**src/rtl/weight_sparse_enc_par_if.sv**
```systemverilog
// -----------------------------------------------------------------------------
// weight_sparse_enc_par_if
// Valid/ready weight stream bundle for weight_sparse_enc_par.
//   in_valid  : producer has a beat on data_in
//   in_ready  : encoder can take the beat
//   data_in   : LANES x DATA_W weights, lane l at [l*DATA_W +: DATA_W]
//   out_valid : encoder has a beat on data_out
//   out_ready : downstream takes the beat
//   data_out  : LANES x (DATA_W+1), lane l = {zero flag, weight}
// Modports: slave = encoder view, master = producer/consumer (bench) view.
// -----------------------------------------------------------------------------
interface weight_sparse_enc_par_if #(
    parameter int DATA_W = 8,
    parameter int LANES  = 4
);
    logic                         in_valid;
    logic                         in_ready;
    logic [LANES*DATA_W-1:0]      data_in;
    logic                         out_valid;
    logic                         out_ready;
    logic [LANES*(DATA_W+1)-1:0]  data_out;

    modport slave (
        input  in_valid, data_in, out_ready,
        output in_ready, out_valid, data_out
    );

    modport master (
        output in_valid, data_in, out_ready,
        input  in_ready, out_valid, data_out
    );
endinterface

```
**src/rtl/weight_sparse_enc_par.sv**
```systemverilog
// -----------------------------------------------------------------------------
// weight_sparse_enc_par
// Multi-lane weight sparsity encoder. Registers LANES weights per accepted beat,
// flags zero weights per lane and builds a COL_DEPTH-bit sparsity bitmap per
// lane over a weight column. A closed column (full, or flushed early with the
// unfilled positions padded as zero) is published on sparse_map with a one
// enabled-cycle sp_col pulse and, optionally, a per-lane zero count.
//
// Optional build macro: WSE_ZERO_CNT_EN
//   defined   : col_zero_cnt carries the per-lane popcount of the closed map
//   undefined : no popcount logic, col_zero_cnt tied to 0
//
// Ports:
//   sys_clk      : clock, rising edge
//   rst          : asynchronous active-high reset
//   sys_en       : global enable, 0 freezes every register
//   bus          : valid/ready weight stream (slave modport)
//   col_flush    : close the current column early (pulse)
//   sp_out       : per-lane zero flag of the registered weight
//   sparse_map   : last closed column bitmap, bit l*COL_DEPTH+k = lane l elem k zero
//   col_zero_cnt : per-lane zero count of the last closed column
//   sp_col       : pulse, sparse_map/col_zero_cnt just updated
//   col_idx      : index of the next element in the current column
// -----------------------------------------------------------------------------
module weight_sparse_enc_par #(
    parameter int DATA_W    = 8,
    parameter int LANES     = 4,
    parameter int COL_DEPTH = 8,
    parameter int CNT_W     = $clog2(COL_DEPTH+1)
) (
    input  logic                          sys_clk,
    input  logic                          rst,
    input  logic                          sys_en,
    weight_sparse_enc_par_if.slave        bus,
    input  logic                          col_flush,
    output logic [LANES-1:0]              sp_out,
    output logic [LANES*COL_DEPTH-1:0]    sparse_map,
    output logic [LANES*CNT_W-1:0]        col_zero_cnt,
    output logic                          sp_col,
    output logic [$clog2(COL_DEPTH)-1:0]  col_idx
);
    localparam int IDX_W  = $clog2(COL_DEPTH);
    localparam int FILL_W = IDX_W + 1;

    logic [LANES*DATA_W-1:0]      data_r;
    logic                         out_valid_r;
    logic [LANES*COL_DEPTH-1:0]   work_map_r;
    logic [LANES*COL_DEPTH-1:0]   sparse_map_r;
    logic                         sp_col_r;
    logic [IDX_W-1:0]             col_idx_r;

    logic                         in_ready_s;
    logic                         accept_s;
    logic                         last_elem_s;
    logic                         close_s;
    logic [LANES-1:0]             in_zero_s;
    logic [LANES-1:0]             sp_out_s;
    logic [LANES*(DATA_W+1)-1:0]  data_out_s;
    logic [LANES*COL_DEPTH-1:0]   work_next_s;
    logic [LANES*COL_DEPTH-1:0]   close_map_s;
    logic [FILL_W-1:0]            filled_s;

    // Reset is gated in so no beat is taken while the block is held in reset.
    assign in_ready_s  = sys_en & ~rst & (~out_valid_r | bus.out_ready);
    assign accept_s    = bus.in_valid & in_ready_s;
    assign last_elem_s = (col_idx_r == IDX_W'(COL_DEPTH-1));
    // A flush on an empty column with no incoming beat has nothing to close.
    assign close_s     = (accept_s & last_elem_s) |
                         (sys_en & col_flush & ((col_idx_r != {IDX_W{1'b0}}) | accept_s));

    // Zero flags of incoming and registered weights, and the output lane packing.
    always_comb begin
        in_zero_s  = {LANES{1'b0}};
        sp_out_s   = {LANES{1'b0}};
        data_out_s = {(LANES*(DATA_W+1)){1'b0}};
        for (int l = 0; l < LANES; l++) begin
            in_zero_s[l] = (bus.data_in[l*DATA_W +: DATA_W] == {DATA_W{1'b0}});
            sp_out_s[l]  = (data_r[l*DATA_W +: DATA_W] == {DATA_W{1'b0}});
            data_out_s[l*(DATA_W+1) +: (DATA_W+1)] = {sp_out_s[l], data_r[l*DATA_W +: DATA_W]};
        end
    end

    // Working map including this cycle's bit, and the padded map used at close.
    always_comb begin
        work_next_s = work_map_r;
        close_map_s = {(LANES*COL_DEPTH){1'b0}};
        if (accept_s) begin
            for (int l = 0; l < LANES; l++) begin
                work_next_s[l*COL_DEPTH + int'(col_idx_r)] = in_zero_s[l];
            end
        end else begin
            work_next_s = work_map_r;
        end
        // Number of positions holding real data once this cycle's beat lands.
        filled_s = {1'b0, col_idx_r} + {{IDX_W{1'b0}}, accept_s};
        // Unfilled positions of an early-closed column count as zero weights.
        for (int l = 0; l < LANES; l++) begin
            for (int k = 0; k < COL_DEPTH; k++) begin
                if (FILL_W'(k) >= filled_s) begin
                    close_map_s[l*COL_DEPTH + k] = 1'b1;
                end else begin
                    close_map_s[l*COL_DEPTH + k] = work_next_s[l*COL_DEPTH + k];
                end
            end
        end
    end

    // Data path, handshake, column accumulation and column close.
    always_ff @(posedge sys_clk or posedge rst) begin
        if (rst) begin
            data_r       <= {(LANES*DATA_W){1'b0}};
            out_valid_r  <= 1'b0;
            work_map_r   <= {(LANES*COL_DEPTH){1'b0}};
            sparse_map_r <= {(LANES*COL_DEPTH){1'b0}};
            sp_col_r     <= 1'b0;
            col_idx_r    <= {IDX_W{1'b0}};
        end else if (sys_en) begin
            if (accept_s) begin
                data_r      <= bus.data_in;
                out_valid_r <= 1'b1;
            end else if (out_valid_r & bus.out_ready) begin
                out_valid_r <= 1'b0;
            end
            sp_col_r <= close_s;
            if (close_s) begin
                sparse_map_r <= close_map_s;
                work_map_r   <= {(LANES*COL_DEPTH){1'b0}};
                col_idx_r    <= {IDX_W{1'b0}};
            end else if (accept_s) begin
                work_map_r   <= work_next_s;
                col_idx_r    <= col_idx_r + IDX_W'(1'b1);
            end
        end
    end

`ifdef WSE_ZERO_CNT_EN
    logic [LANES*CNT_W-1:0] close_cnt_s;
    logic [LANES*CNT_W-1:0] zero_cnt_r;

    function automatic logic [CNT_W-1:0] popcount(input logic [COL_DEPTH-1:0] v);
        logic [CNT_W-1:0] c;
        c = {CNT_W{1'b0}};
        for (int k = 0; k < COL_DEPTH; k++) begin
            c = c + {{(CNT_W-1){1'b0}}, v[k]};
        end
        return c;
    endfunction

    // Per-lane zero count of the map being closed.
    always_comb begin
        close_cnt_s = {(LANES*CNT_W){1'b0}};
        for (int l = 0; l < LANES; l++) begin
            close_cnt_s[l*CNT_W +: CNT_W] = popcount(close_map_s[l*COL_DEPTH +: COL_DEPTH]);
        end
    end

    // Zero count register, updated together with sparse_map.
    always_ff @(posedge sys_clk or posedge rst) begin
        if (rst) begin
            zero_cnt_r <= {(LANES*CNT_W){1'b0}};
        end else if (sys_en & close_s) begin
            zero_cnt_r <= close_cnt_s;
        end
    end

    assign col_zero_cnt = zero_cnt_r;
`else
    assign col_zero_cnt = {(LANES*CNT_W){1'b0}};
`endif

    assign bus.in_ready  = in_ready_s;
    assign bus.out_valid = out_valid_r;
    assign bus.data_out  = data_out_s;
    assign sp_out        = sp_out_s;
    assign sparse_map    = sparse_map_r;
    assign sp_col        = sp_col_r;
    assign col_idx       = col_idx_r;
endmodule

```
**src/flat_wrapper.sv**
```systemverilog
// flat-port wrapper written by rule: the top's interface ports become plain ports
module weight_sparse_enc_par_flat 
#(
    parameter int DATA_W    = 8,
    parameter int LANES     = 4,
    parameter int COL_DEPTH = 8,
    parameter int CNT_W     = $clog2(COL_DEPTH+1)
)
  (sys_clk, rst, sys_en, col_flush, sp_out, sparse_map, col_zero_cnt, sp_col, col_idx, bus_in_valid, bus_data_in, bus_out_ready, bus_in_ready, bus_out_valid, bus_data_out);
  weight_sparse_enc_par_if #(.DATA_W(DATA_W), .LANES(LANES)) bus_i ();
  input  logic sys_clk;
  input  logic rst;
  input  logic sys_en;
  input  logic col_flush;
  output logic [LANES-1:0] sp_out;
  output logic [LANES*COL_DEPTH-1:0] sparse_map;
  output logic [LANES*CNT_W-1:0] col_zero_cnt;
  output logic sp_col;
  output logic [$clog2(COL_DEPTH)-1:0] col_idx;
  input wire logic [$bits(bus_i.in_valid)-1:0] bus_in_valid;
  input wire logic [$bits(bus_i.data_in)-1:0] bus_data_in;
  input wire logic [$bits(bus_i.out_ready)-1:0] bus_out_ready;
  output wire logic [$bits(bus_i.in_ready)-1:0] bus_in_ready;
  output wire logic [$bits(bus_i.out_valid)-1:0] bus_out_valid;
  output wire logic [$bits(bus_i.data_out)-1:0] bus_data_out;
  assign bus_i.in_valid = bus_in_valid;
  assign bus_i.data_in = bus_data_in;
  assign bus_i.out_ready = bus_out_ready;
  assign bus_in_ready = bus_i.in_ready;
  assign bus_out_valid = bus_i.out_valid;
  assign bus_data_out = bus_i.data_out;
  weight_sparse_enc_par #(.DATA_W(DATA_W), .LANES(LANES), .COL_DEPTH(COL_DEPTH), .CNT_W(CNT_W)) u_core (.sys_clk(sys_clk), .rst(rst), .sys_en(sys_en), .bus(bus_i), .col_flush(col_flush), .sp_out(sp_out), .sparse_map(sparse_map), .col_zero_cnt(col_zero_cnt), .sp_col(sp_col), .col_idx(col_idx));
endmodule
```
**config.mk**
```make
export PLATFORM = sky130hd
export DESIGN_NAME = weight_sparse_enc_par_flat
export DESIGN_NICKNAME = d
export VERILOG_FILES = /design/src/rtl/weight_sparse_enc_par_if.sv /design/src/rtl/weight_sparse_enc_par.sv /design/src/flat_wrapper.sv
export SDC_FILE = /design/constraint.sdc
export NUM_CORES = 1
export LEC_CHECK = 0
export BUFFER_PORTS_ARGS = -buffer_cell sky130_fd_sc_hd__buf_2
export CAP_MARGIN = 20
export CORE_UTILIZATION = 57
export CTS_CLUSTER_DIAMETER = 150
export CTS_CLUSTER_SIZE = 8
export DETAILED_ROUTE_END_ITERATION = 8
export GPL_ROUTABILITY_DRIVEN = 0
export PLACE_DENSITY = 0.86
export SLEW_MARGIN = 20
export SYNTH_ARGS = -nofsm -noshare
export SYNTH_HDL_FRONTEND = slang
export SYNTH_SLANG_ARGS = --single-unit
```
**constraint.sdc**
```tcl
create_clock -name sys_clk -period 4.63 [get_ports sys_clk]
set_input_delay 0.463 -clock sys_clk [delete_from_list [all_inputs] [get_ports sys_clk]]
set_output_delay 0.463 -clock sys_clk [all_outputs]
set_load 0.1 [all_outputs]
```
==> results of run 1 <==
[critical path, cell delays in order (launching register included)]
cell and delay, ns:
dfrtp_1 0.39, nor2b_1 0.14, buf_4 0.26, nor2_1 0.10, nand2_1 0.11, clkinv_1 0.09
ha_1 0.21, ha_1 0.21, a21boi_0 0.13, a21o_1 0.26, a21oi_4 0.38, a32oi_1 0.18
[worst max path at each step]
stage / slack [ns] / from / cells after the start / to
4_1_cts: 2.04 / u_core.bus.out_valid / 11 / u_core.sparse_map[30]
3_3_place_gp: 1.96 / rst / 11 / u_core.sparse_map[12]
6_report: 2.02 / u_core.bus.out_valid / 11 / u_core.sparse_map[14]
5_1_grt: 1.75 / u_core.bus.out_valid / 11 / u_core.sparse_map[14]
2_1_floorplan: 0.30 / u_core.bus.out_valid / 13 / u_core.sparse_map[13]
3_5_place_dp: 1.78 / rst / 11 / u_core.sparse_map[30]
[registers in the layout (all words and copies together) (netlist names)]
name	cells
u_core.col_idx	3
u_core.work_map_r	32
u_core.sparse_map	32
u_core.data_r	32
u_core.sp_col	1
u_core.bus.out_valid	1
[metrics by stage]
step / hold WS [ns] / setup WS, ns / cell area, µm² / cells
finish: 0.241 / 2.02 / 5640 / 610
global route: 0.296 / 1.75 / 5640 / 610
CTS: 0.257 / 2.04 / 5640 / 610
detailed placement: 0.481 / 1.78 / 5410 / 594
global placement: 0.481 / 1.96 / 5410 / 594
floorplan: 0.465 / 0.299 / 4900 / 405
[area by class of cell]
class                   instances  area (µm²)  area share
clock buffers                  11         141      0.0251
clock inverters                 5        82.6      0.0147
inverters                      27         104      0.0184
multi-input cells             241        2040       0.361
flip-flops and latches        101        2530       0.448
well taps                     105         131      0.0233
repair buffers                120         613       0.109
[Yosys cell counts]
cell type / instances
dfrtp_1: 101
mux2i_1: 33
mux2_2: 32
inv_1: 26
a22o_1: 24
buf_4: 22
a2bb2oi_1: 20
or4_1: 18
nand2_1: 15
a32oi_1: 12
nor2_1: 12
buf_2: 11
o22ai_1: 8
o21ai_2: 6
ha_1: 5
nor4_4: 5
nand2b_1: 4
nor3_1: 4
a22oi_1: 3
nor2b_1: 3
o21ai_0: 3
a21boi_2: 2
a21o_1: 2
a21oi_1: 2
clkbuf_1: 2
a21boi_0: 1
a21oi_4: 1
a32o_1: 1
and2_4: 1
and4_1: 1
buf_6: 1
clkinv_1: 1
conb_1: 1
nand2b_2: 1
nand3_1: 1
nand4_1: 1
nor4b_4: 1
o32ai_4: 1
or2_2: 1
or4b_1: 1
[routing by layer]
layer  GRT usage  up-vias
met5           0        -
met4       0.115        0
met3      0.0413       17
met2       0.445      145
met1       0.353     1773
li1            -     1636
[report_power, final]
part           internal [mW]  total, mW  switching (mW)
clock                  0.322      0.631           0.309
sequential              1.00       1.10          0.0952
combinational          0.251       1.49            1.24
[cell families (layout without fill, tap and decap cells)]
group | count (synthesis) | after routing | synth area share
adders and majority gates | 5 | 5 | 0.0129
muxes | 65 | 65 | 0.142
other | 1 | 16 | 0.000773
AOI/OAI and AO/OA | 86 | 86 | 0.153
and+or+nand+nor | 69 | 69 | 0.0999
DFF | 101 | 101 | 0.521
buffers and inverters | 63 | 163 | 0.0702
==> results.tsv, run 1 <==
stage	metric	value	unit
clock_network	cts_buffer_depth	2	
setup_path	cp_max_fo	16	
setup_path	endpoint_kind	flop	
drt	route.met2.wl	5.42	mm
drt	route.detailed.drc	0	
finish	area_growth	16.3	%
drt	dr_wl_met3	564	µm
drt	viasPerCell	5.85	
placement	hpwl	7.81	mm
clock_network	cts_root_buf	clkbuf_8	
grt	grt_usage	0.270	
setup_path	rr_worst_depth	11	
clock_network	cts_tree	built	
timing	maxSlewViolCount	0	
synthesis	synth_area_per_cell	12.4	µm²
setup_path	worstPathRequired	4.85	ns
run	drv_cap	0	
floorplan	rows	33	
floorplan	core	8220	µm²
status	status	complete, no violations	
finish	utilization	0.686	
synthesis	seq_area_frac_synth	0.521	
grt	grt_pass1_wl	18.0	mm
finish	finalNetCount	543	
floorplan	dieHeight	94.2	µm
synthesis	synth_area_leaders	dfrtp_1, mux2_2, mux2i_1	
grt	antenna_found_initial	0	
clock_network	numCtsBuffers	9	
synthesis	yosys_warnings	0	
power_and_ir_drop	peakVddDrop	0.445	mV
drt	first_iter_violations	186	
timing	rsz0062_at_grt	false	
grt	grt_pass1_vias	3581	
synthesis	synth_top_cell_area_share	0.521	
timing	hold_viol	0	
power_and_ir_drop	total_leakage_power	2.53	nW
setup_path	cp.arrival	2.83	ns
grt	gr-total-overflow	0	
finish	fill_cells	584	
synthesis	synth.distinct_cells	40	
drt	drt-met1-wl	4.82	mm
floorplan	initial_core_util	0.590	
timing	layout_min_cycle_time	2.61	ns
setup_path	rr_startpoint	u_core.bus.out_valid	
drt	highest_layer	met4	
clock_network	clk_latency	0.36	ns
floorplan	dieWidth	94.2	µm
clock_network	cts-hold-fix-buffers	0	
finish	final_cell_mix	buf_2, dfrtp_1, mux2i_1	
power_and_ir_drop	total_power	3.22	mW
synthesis	postSynthCellCount	390	
placement	portBuffers	115	
power_and_ir_drop	power_density	571	nW/µm²
drt	detail_route.first_pass.iterations	4	
setup_path	crit_type	reg -> reg	
finish	mostFrequentLayoutCell	buf_2	
setup_path	r2r-end	u_core.sparse_map[14]	
synthesis	syn-cell-area	4850	µm²
floorplan	die_area	8880	µm²
synthesis	yosys.area.top_type	dfrtp_1	
timing	max_freq	383	MHz
clock_network	clock-sinks	101	
finish	diodes	0	
min_path	min_path_type	in -> async	
clock_network	post_cts_buffers	0	
timing	finalSetupViolCount	0	
timing	fin_crit_sh	0.564	
clock_network	clkTransAtPathRegs	0.10	ns
timing	skew	0.0122	ns
timing	worst_pin_slew	0.971	ns
grt	grt_max_degree	62	
finish	drive_above_1_share	0.370	
drt	final_antenna_net_count	0	
timing	slew_headroom	0.347	
clock_network	ctsResizeCount	0	
floorplan	ioPinCount	132	
setup_path	cp-start-kind	flop	
drt	wire_per_inst	18.1	µm
clock_network	h-tree-depth	3	
synthesis	ys_seq_elements	101	
setup_path	reg2reg_slack	2.02	ns
drt	vias	3571	
timing	fin_tns_setup	0	ns
drt	wl	11.0	mm
(Power assumes the default switching activity.)
==> run 2, diff against run 1 <==
--- a/config.mk
+++ b/config.mk
@@ -7,12 +7,12 @@
 export LEC_CHECK = 0
 export BUFFER_PORTS_ARGS = -buffer_cell sky130_fd_sc_hd__buf_2
 export CAP_MARGIN = 20
-export CORE_UTILIZATION = 57
+export CORE_UTILIZATION = 48
 export CTS_CLUSTER_DIAMETER = 150
 export CTS_CLUSTER_SIZE = 8
 export DETAILED_ROUTE_END_ITERATION = 8
 export GPL_ROUTABILITY_DRIVEN = 0
-export PLACE_DENSITY = 0.86
+export PLACE_DENSITY = 0.77
 export SLEW_MARGIN = 20
 export SYNTH_ARGS = -nofsm -noshare
 export SYNTH_HDL_FRONTEND = slang
==> constraint.sdc (replaced) <==
create_clock -name sys_clk -period 2.4 [get_ports sys_clk]
set_input_delay 0.24 -clock sys_clk [delete_from_list [all_inputs] [get_ports sys_clk]]
set_output_delay 0.24 -clock sys_clk [all_outputs]
set_load 0.1 [all_outputs]
==> run 2 against run 1 <==
Die area up 18%. Combinational power up 97%. Design area up 5.6%. Utilization down 7.7 points. First-iteration DRC count down 3.2%. Cell count up 8.2%. Hold slack worse by 0.13 ns. Sequential share of layout area down 1.6 points. Register-to-register slack worse by 1.9 ns. Via count up 0.31%. Clock-buffer cell count down 1.
==> results.tsv, run 2 (synthesis gave the netlist of run 1 again) <==
stage	metric	value	unit	change
timing	slew_headroom	0.581		was 0.347
drt	route.detailed.drc	0		unchanged
clock_network	cts_tree	built		unchanged
setup_path	cp_max_fo	7		was 16
drt	wl	11.2	mm	was 11.0 mm
floorplan	ioPinCount	132		unchanged
timing	layout_min_cycle_time	2.25	ns	was 2.61 ns
finish	area_growth	22.8	%	was 16.3%
grt	grt_max_degree	63		was 62
power_and_ir_drop	power_density	1020	nW/µm²	was 571 nW/µm²
setup_path	path_cells	ha_1 > ha_1 > o21ai_0 > or4_1 > a22oi_1 > a2bb2oi_1		was nor2b_1 > buf_4 > nor2_1 > nand2_1 > clkinv_1 > ha_1 > ha_1 > a21boi_0 > a21o_1 > a21oi_4 > a32oi_1
setup_path	reg2reg_slack	0.15	ns	was 2.02 ns
setup_path	crit_end	u_core.sparse_map[26]		was u_core.sparse_map[14]
status	status	complete, no violations		unchanged
finish	mostFrequentLayoutCell	buf_2		unchanged
drt	viasPerCell	5.43		was 5.85
setup_path	cp.arrival	2.49	ns	was 2.83 ns
min_path	min_path_type	in -> reg		was in -> async
drt	detail_route.first_pass.iterations	4		unchanged
clock_network	ctsResizeCount	0		unchanged
placement	portBuffers	115		unchanged
grt	grt_pass1_wl	18.2	mm	was 18.0 mm
setup_path	cp_num_buf_inv	0		was 2
timing	fin_crit_sh	0.940		was 0.564
setup_path	r2r-end	u_core.sparse_map[26]		was u_core.sparse_map[14]
clock_network	h-tree-depth	3		unchanged
drt	first_iter_violations	180		was 186
grt	grt_pass1_vias	3559		was 3581
setup_path	crit_slowest_cell	or4_1		was dfrtp_1
setup_path	worstPathRequired	2.64	ns	was 4.85 ns
power_and_ir_drop	peakVddDrop	0.652	mV	was 0.445 mV
clock_network	clk_latency	0.36	ns	about the same
timing	max_freq	443	MHz	was 383 MHz
setup_path	rr_startpoint	u_core.col_idx[0]		was u_core.bus.out_valid
finish	finalNetCount	565		was 543
placement	placed_cell_area	5740	µm²	was 5410 µm²
setup_path	rr_worst_depth	6		was 11
timing	skew	0.00707	ns	was 0.0122 ns
setup_path	cp.depth	6		was 11
finish	stdcell_area	5950	µm²	was 5640 µm²
grt	gr-total-overflow	0		unchanged
placement	hpwl	8.05	mm	was 7.81 mm
timing	rsz0062_at_grt	false		unchanged
timing	worst_pin_slew	0.628	ns	was 0.971 ns
timing	hold_viol	0		unchanged
clock_network	numCtsBuffers	9		unchanged
grt	antenna_found_initial	0		unchanged
clock_network	clkTransAtPathRegs	0.10	ns	about the same
setup_path	crit_top_cell	ha_1		unchanged
finish	fill_cells	826		was 584
floorplan	dieWidth	103	µm	was 94.2 µm
setup_path	cp-start-kind	flop		unchanged
setup_path	setup.worst_path.start	u_core.col_idx[0]		was u_core.bus.out_valid
finish	diodes	0		unchanged
clock_network	cts_buffer_depth	2		unchanged
grt	grt_usage	0.228		was 0.270
setup_path	crit_family	compound AO/OA/AOI/OAI gates		unchanged
floorplan	die_area	10500	µm²	was 8880 µm²
clock_network	clock-sinks	101		unchanged
clock_network	cts_root_buf	clkbuf_8		unchanged
run	drv_cap	0		unchanged
floorplan	rows	36		was 33
drt	wire_per_inst	17.0	µm	was 18.1 µm
timing	maxSlewViolCount	0		unchanged
setup_path	endpoint_kind	flop		unchanged
power_and_ir_drop	total_leakage_power	2.60	nW	was 2.53 nW
timing	finalSetupViolCount	0		unchanged
floorplan	dieHeight	103	µm	was 94.2 µm
setup_path	slowest_delay	0.59	ns	was 0.39 ns
floorplan	initial_core_util	0.496		was 0.590
drt	final_antenna_net_count	0		unchanged
floorplan	core	9770	µm²	was 8220 µm²
timing	whs	0.116	ns	was 0.241 ns
setup_path	crit_type	reg -> reg		unchanged
finish	final_cell_mix	buf_2, dfrtp_1, dfrtp_2		was buf_2, dfrtp_1, mux2i_1
drt	vias	3582		was 3571
finish	drive_above_1_share	0.486		was 0.370
-- run 2: cell count changes in the layout (fill, tap and decap cells not counted), moves of 2 or more --
cell / previous run / this run
nor2_1: 12 / 7
buf_4: 5 / 24
ha_1: 5 / 3
dfrtp_2: 0 / 35
clkinvlp_4: 0 / 2
bufinv_16: 2 / 0
inv_6: 1 / 3
buf_12: 0 / 2
dfrtp_1: 101 / 66
nor2_4: 0 / 5
ha_4: 0 / 2
-- run 2: worst min-delay path by stage --
stage                             end            start  slack, ns  depth (start not counted)
finish               u_core.data_r[8]   bus_data_in[8]       0.12                          2
global route        u_core.data_r[16]  bus_data_in[16]        0.1                          2
CTS                 u_core.data_r[30]  bus_data_in[30]       0.09                          2
detailed placement   u_core.data_r[3]              rst       0.38                          3
global placement    u_core.col_idx[2]              rst       0.38                          3
floorplan               u_core.sp_col           sys_en       0.34                          1
-- run 2: repair_timing --
action	CTS	global route
endpoints found under the setup margin	0	4
hold endpoints to repair	52	0
hold buffers	1	0
setup buffers	0	1
-- run 2: layer usage --
| metal | up-vias | part of all wire | GRT usage |
|---|---|---|---|
| met3 | 12 | 0.060 | 0.0508 |
| met2 | 130 | 0.48 | 0.373 |
| met5 | - | 0 | 0 |
| li1 | 1683 | - | - |
| met4 | 0 | 0.014 | 0.0670 |
| met1 | 1757 | 0.44 | 0.306 |
-- run 2: cell type report --
type	count	area [µm²]	area share
clock buffer	10	138	0.0231
clock inverter	6	43.8	0.00736
timing repair buffer	142	806	0.135
multi-input combinational	241	2120	0.356
sequential	101	2570	0.432
tap	133	166	0.0280
inverter	27	110	0.0185
-- run 2: through the flow --
stage                     worst slack [ns]  power [mW]   util  setup TNS (ns)  cells
after global placement               0.211        5.07  0.587               0    642
after detailed placement             0.133        5.11  0.587               0    642
after CTS                            0.135        6.13  0.607               0    659
after floorplan                     -0.523        4.64      -          -13.92    405
final                                0.145        6.09  0.609               0    660
after global routing                0.0432        6.34  0.609               0    660
-- run 2: power breakdown --
group	switching (mW)	internal, mW	leakage [nW]
clock network	0.610	0.414	0.0935
registers	0.167	1.96	1.15
logic	2.42	0.520	1.36
total	3.20	2.90	2.60
==> run 3, diff against run 2 <==
--- a/config.mk
+++ b/config.mk
@@ -7,12 +7,12 @@
 export LEC_CHECK = 0
 export BUFFER_PORTS_ARGS = -buffer_cell sky130_fd_sc_hd__buf_2
 export CAP_MARGIN = 20
-export CORE_UTILIZATION = 48
+export CORE_UTILIZATION = 53
 export CTS_CLUSTER_DIAMETER = 150
 export CTS_CLUSTER_SIZE = 8
 export DETAILED_ROUTE_END_ITERATION = 8
 export GPL_ROUTABILITY_DRIVEN = 0
-export PLACE_DENSITY = 0.77
+export PLACE_DENSITY = 0.81
 export SLEW_MARGIN = 20
 export SYNTH_ARGS = -nofsm -noshare
 export SYNTH_HDL_FRONTEND = slang
==> constraint.sdc (replaced) <==
create_clock -name sys_clk -period 2.1 [get_ports sys_clk]
set_input_delay 0.21 -clock sys_clk [delete_from_list [all_inputs] [get_ports sys_clk]]
set_output_delay 0.21 -clock sys_clk [all_outputs]
set_load 0.1 [all_outputs]
==> run 3 against run 2 <==
The run now ends with design-rule violations, negative setup slack left. Hold slack lost 0.049 ns. Cell count shrank 1.1%. Combinational power grew 19%. First-iteration DRC count grew 22%. Design area grew 5.1%. Via count grew 4.7%. Worst setup slack lost 0.19 ns. Critical path depth grew 5. Global-route usage grew 2.8 points. Critical endpoint is now u_core.sparse_map[13]. Largest cell class unchanged.
==> results.tsv, run 3 (synthesis gave the netlist of run 1 again) <==
stage	metric	value	unit	change
setup_path	r2r-end	u_core.sparse_map[13]		was u_core.sparse_map[26]
min_path	worstHoldPathCells	2		unchanged
timing	maxSlewViolCount	0		unchanged
setup_path	cp-start-kind	flop		unchanged
setup_path	path_cells	nor2b_4 > nor2_4 > nand2_4 > clkinv_4 > ha_4 > ha_4 > a21boi_2 > a21o_1 > a21oi_4 > clkbuf_16 > a32oi_1		was ha_1 > ha_1 > o21ai_0 > or4_1 > a22oi_1 > a2bb2oi_1
grt	grt_usage	0.257		was 0.228
setup_path	crit_type	reg -> reg		unchanged
setup_path	reg2reg_slack	-0.04	ns	was 0.15 ns
finish	mostFrequentLayoutCell	buf_2		unchanged
setup_path	rr_startpoint	u_core.bus.out_valid		was u_core.col_idx[0]
drt	route.detailed.drc	14		was 0
timing	worst_pin_slew	0.537	ns	was 0.628 ns
run	drv_cap	0		unchanged
drt	viasPerCell	5.74		was 5.43
setup_path	crit_slowest_cell	dfrtp_2		was or4_1
drt	final_antenna_net_count	0		unchanged
status	violations	design-rule violations, negative setup slack		
clock_network	clk_latency	0.38	ns	was 0.36 ns
timing	fin_tns_setup	-0.323	ns	was 0 ns
clock_network	h-tree-depth	3		unchanged
finish	diodes	0		unchanged
power_and_ir_drop	power_density	1140	nW/µm²	was 1020 nW/µm²
timing	layout_setup_ws	-0.0438	ns	was 0.145 ns
timing	slew_headroom	0.641		was 0.581
drt	vias	3749		was 3582
finish	area_growth	29.0	%	was 22.8%
clock_network	cts_root_buf	clkbuf_8		unchanged
clock_network	clock-sinks	101		unchanged
finish	drive_above_1_share	0.530		was 0.486
placement	hpwl	8.47	mm	was 8.05 mm
floorplan	die_area	9530	µm²	was 10500 µm²
drt	wl	12.1	mm	was 11.2 mm
finish	utilization	0.710		was 0.609
grt	grt_pass1_vias	3841		was 3559
floorplan	dieHeight	97.6	µm	was 103 µm
timing	hold_viol	0		unchanged
min_path	min_path_type	in -> reg		unchanged
timing	finalSetupViolCount	13		was 0
setup_path	endpoint_kind	flop		unchanged
clock_network	clkTransAtPathRegs	0.10	ns	about the same
timing	max_freq	466	MHz	was 443 MHz
setup_path	worstPathRequired	2.34	ns	was 2.64 ns
grt	antenna_found_initial	0		unchanged
timing	rsz0062_at_grt	true		was false
min_path	min_to	u_core.data_r[29]		was u_core.data_r[8]
clock_network	cts_buffer_depth	2		unchanged
finish	finalNetCount	583		was 565
setup_path	cp_max_fo	6		was 7
placement	portBuffers	115		unchanged
grt	grt_pass1_wl	19.0	mm	was 18.2 mm
drt	wire_per_inst	18.5	µm	was 17.0 µm
min_path	hp-start	bus_data_in[29]		was bus_data_in[8]
grt	gr-total-overflow	0		unchanged
timing	skew	0.0117	ns	was 0.00707 ns
setup_path	slowest_delay	0.40	ns	was 0.59 ns
finish	final_cell_mix	buf_2, dfrtp_1, buf_4		was buf_2, dfrtp_1, dfrtp_2
setup_path	crit_family	compound AO/OA/AOI/OAI gates		unchanged
floorplan	ioPinCount	132		unchanged
floorplan	core	8810	µm²	was 9770 µm²
setup_path	rr_worst_depth	11		was 6
grt	grt_max_degree	43		was 63
setup_path	cp.arrival	2.39	ns	was 2.49 ns
floorplan	rows	34		was 36
power_and_ir_drop	peakVddDrop	0.857	mV	was 0.652 mV
drt	first_iter_violations	220		was 180
timing	fin_crit_sh	1.02		was 0.940
floorplan	dieWidth	97.6	µm	was 103 µm
finish	fill_cells	622		was 826
timing	layout_min_cycle_time	2.14	ns	was 2.25 ns
clock_network	cts_tree	built		unchanged
power_and_ir_drop	total_leakage_power	2.75	nW	was 2.60 nW
drt	detail_route.first_pass.iterations	6		was 4
floorplan	initial_core_util	0.551		was 0.496
clock_network	numCtsBuffers	9		unchanged
setup_path	crit_top_cell	ha_4		was ha_1
setup_path	cp_num_buf_inv	2		was 0
status	status	finished with violations		was complete, no violations
==> run 3: per-stage QoR <==
stage	cell area (µm²)	setup slack [ns]	std cells	hold slack [ns]	power [mW]
2_1_floorplan	5170	-0.816	405	0.306	5.33
3_3_place_gp	5890	0.138	629	0.284	5.84
6_report	6260	-0.0438	653	0.0673	7.15
5_1_grt	6260	-0.0872	653	0.0623	7.37
4_1_cts	6120	-0.0386	646	0.0661	7.12
3_5_place_dp	5890	0.0123	629	0.302	5.90
==> run 3: report_power, final <==
group | total (mW) | switching, mW | internal [mW] | leakage (nW)
registers | 2.43 | 0.188 | 2.24 | 1.15
clock network | 1.22 | 0.668 | 0.554 | 0.0858
logic | 3.50 | 2.83 | 0.666 | 1.52
==> run 3: layout make-up <==
class                   count  area [µm²]  share of cell area
clock buffers              11         131              0.0210
clock inverters             5        61.3             0.00980
inverters                  27         110              0.0176
multi-input cells         241        2230               0.356
flip-flops and latches    101        2570               0.411
well taps                 108         135              0.0216
repair buffers            160        1020               0.163
==> run 3: what timing repair did <==
item | CTS | global route
setup buffers | 0 | 6
gates cloned | 0 | 1
hold endpoints to repair | 20 | 0
hold buffers | 1 | 0
resized for setup | 8 | 15
endpoints found under the setup margin | 15 | 39
pin swaps | 1 | 9
==> run 3: worst register-to-register path: stages, from the launching register on <==
cell and delay [ns]:
dfrtp_2 0.40, nor2b_4 0.21, nor2_4 0.06, nand2_4 0.07, clkinv_4 0.05, ha_4 0.16
ha_4 0.15, a21boi_2 0.15, a21o_1 0.21, a21oi_4 0.25, clkbuf_16 0.20, a32oi_1 0.09
==> run 3: worst max path at each step <==
stage / slack (ns) / to / cells past startpoint / start
after CTS: -0.04 / bus_data_out[35] / 3 / u_core.data_r[26]
after floorplan: -0.82 / u_core.sparse_map[12] / 13 / u_core.bus.out_valid
after global placement: 0.14 / u_core.sparse_map[22] / 11 / u_core.bus.out_valid
final: -0.04 / u_core.sparse_map[13] / 11 / u_core.bus.out_valid
after global routing: -0.09 / u_core.sparse_map[13] / 11 / u_core.bus.out_valid
after detailed placement: 0.01 / u_core.sparse_map[9] / 10 / u_core.bus.out_valid
==> run 3: layer usage <==
| metal | track usage | vias up | part of all wire |
|---|---|---|---|
| li1 | - | 1713 | - |
| met1 | 0.310 | 1875 | 0.41 |
| met2 | 0.443 | 145 | 0.52 |
| met3 | 0.0633 | 16 | 0.063 |
| met4 | 0.0956 | 0 | 0.015 |
| met5 | 0 | - | 0 |
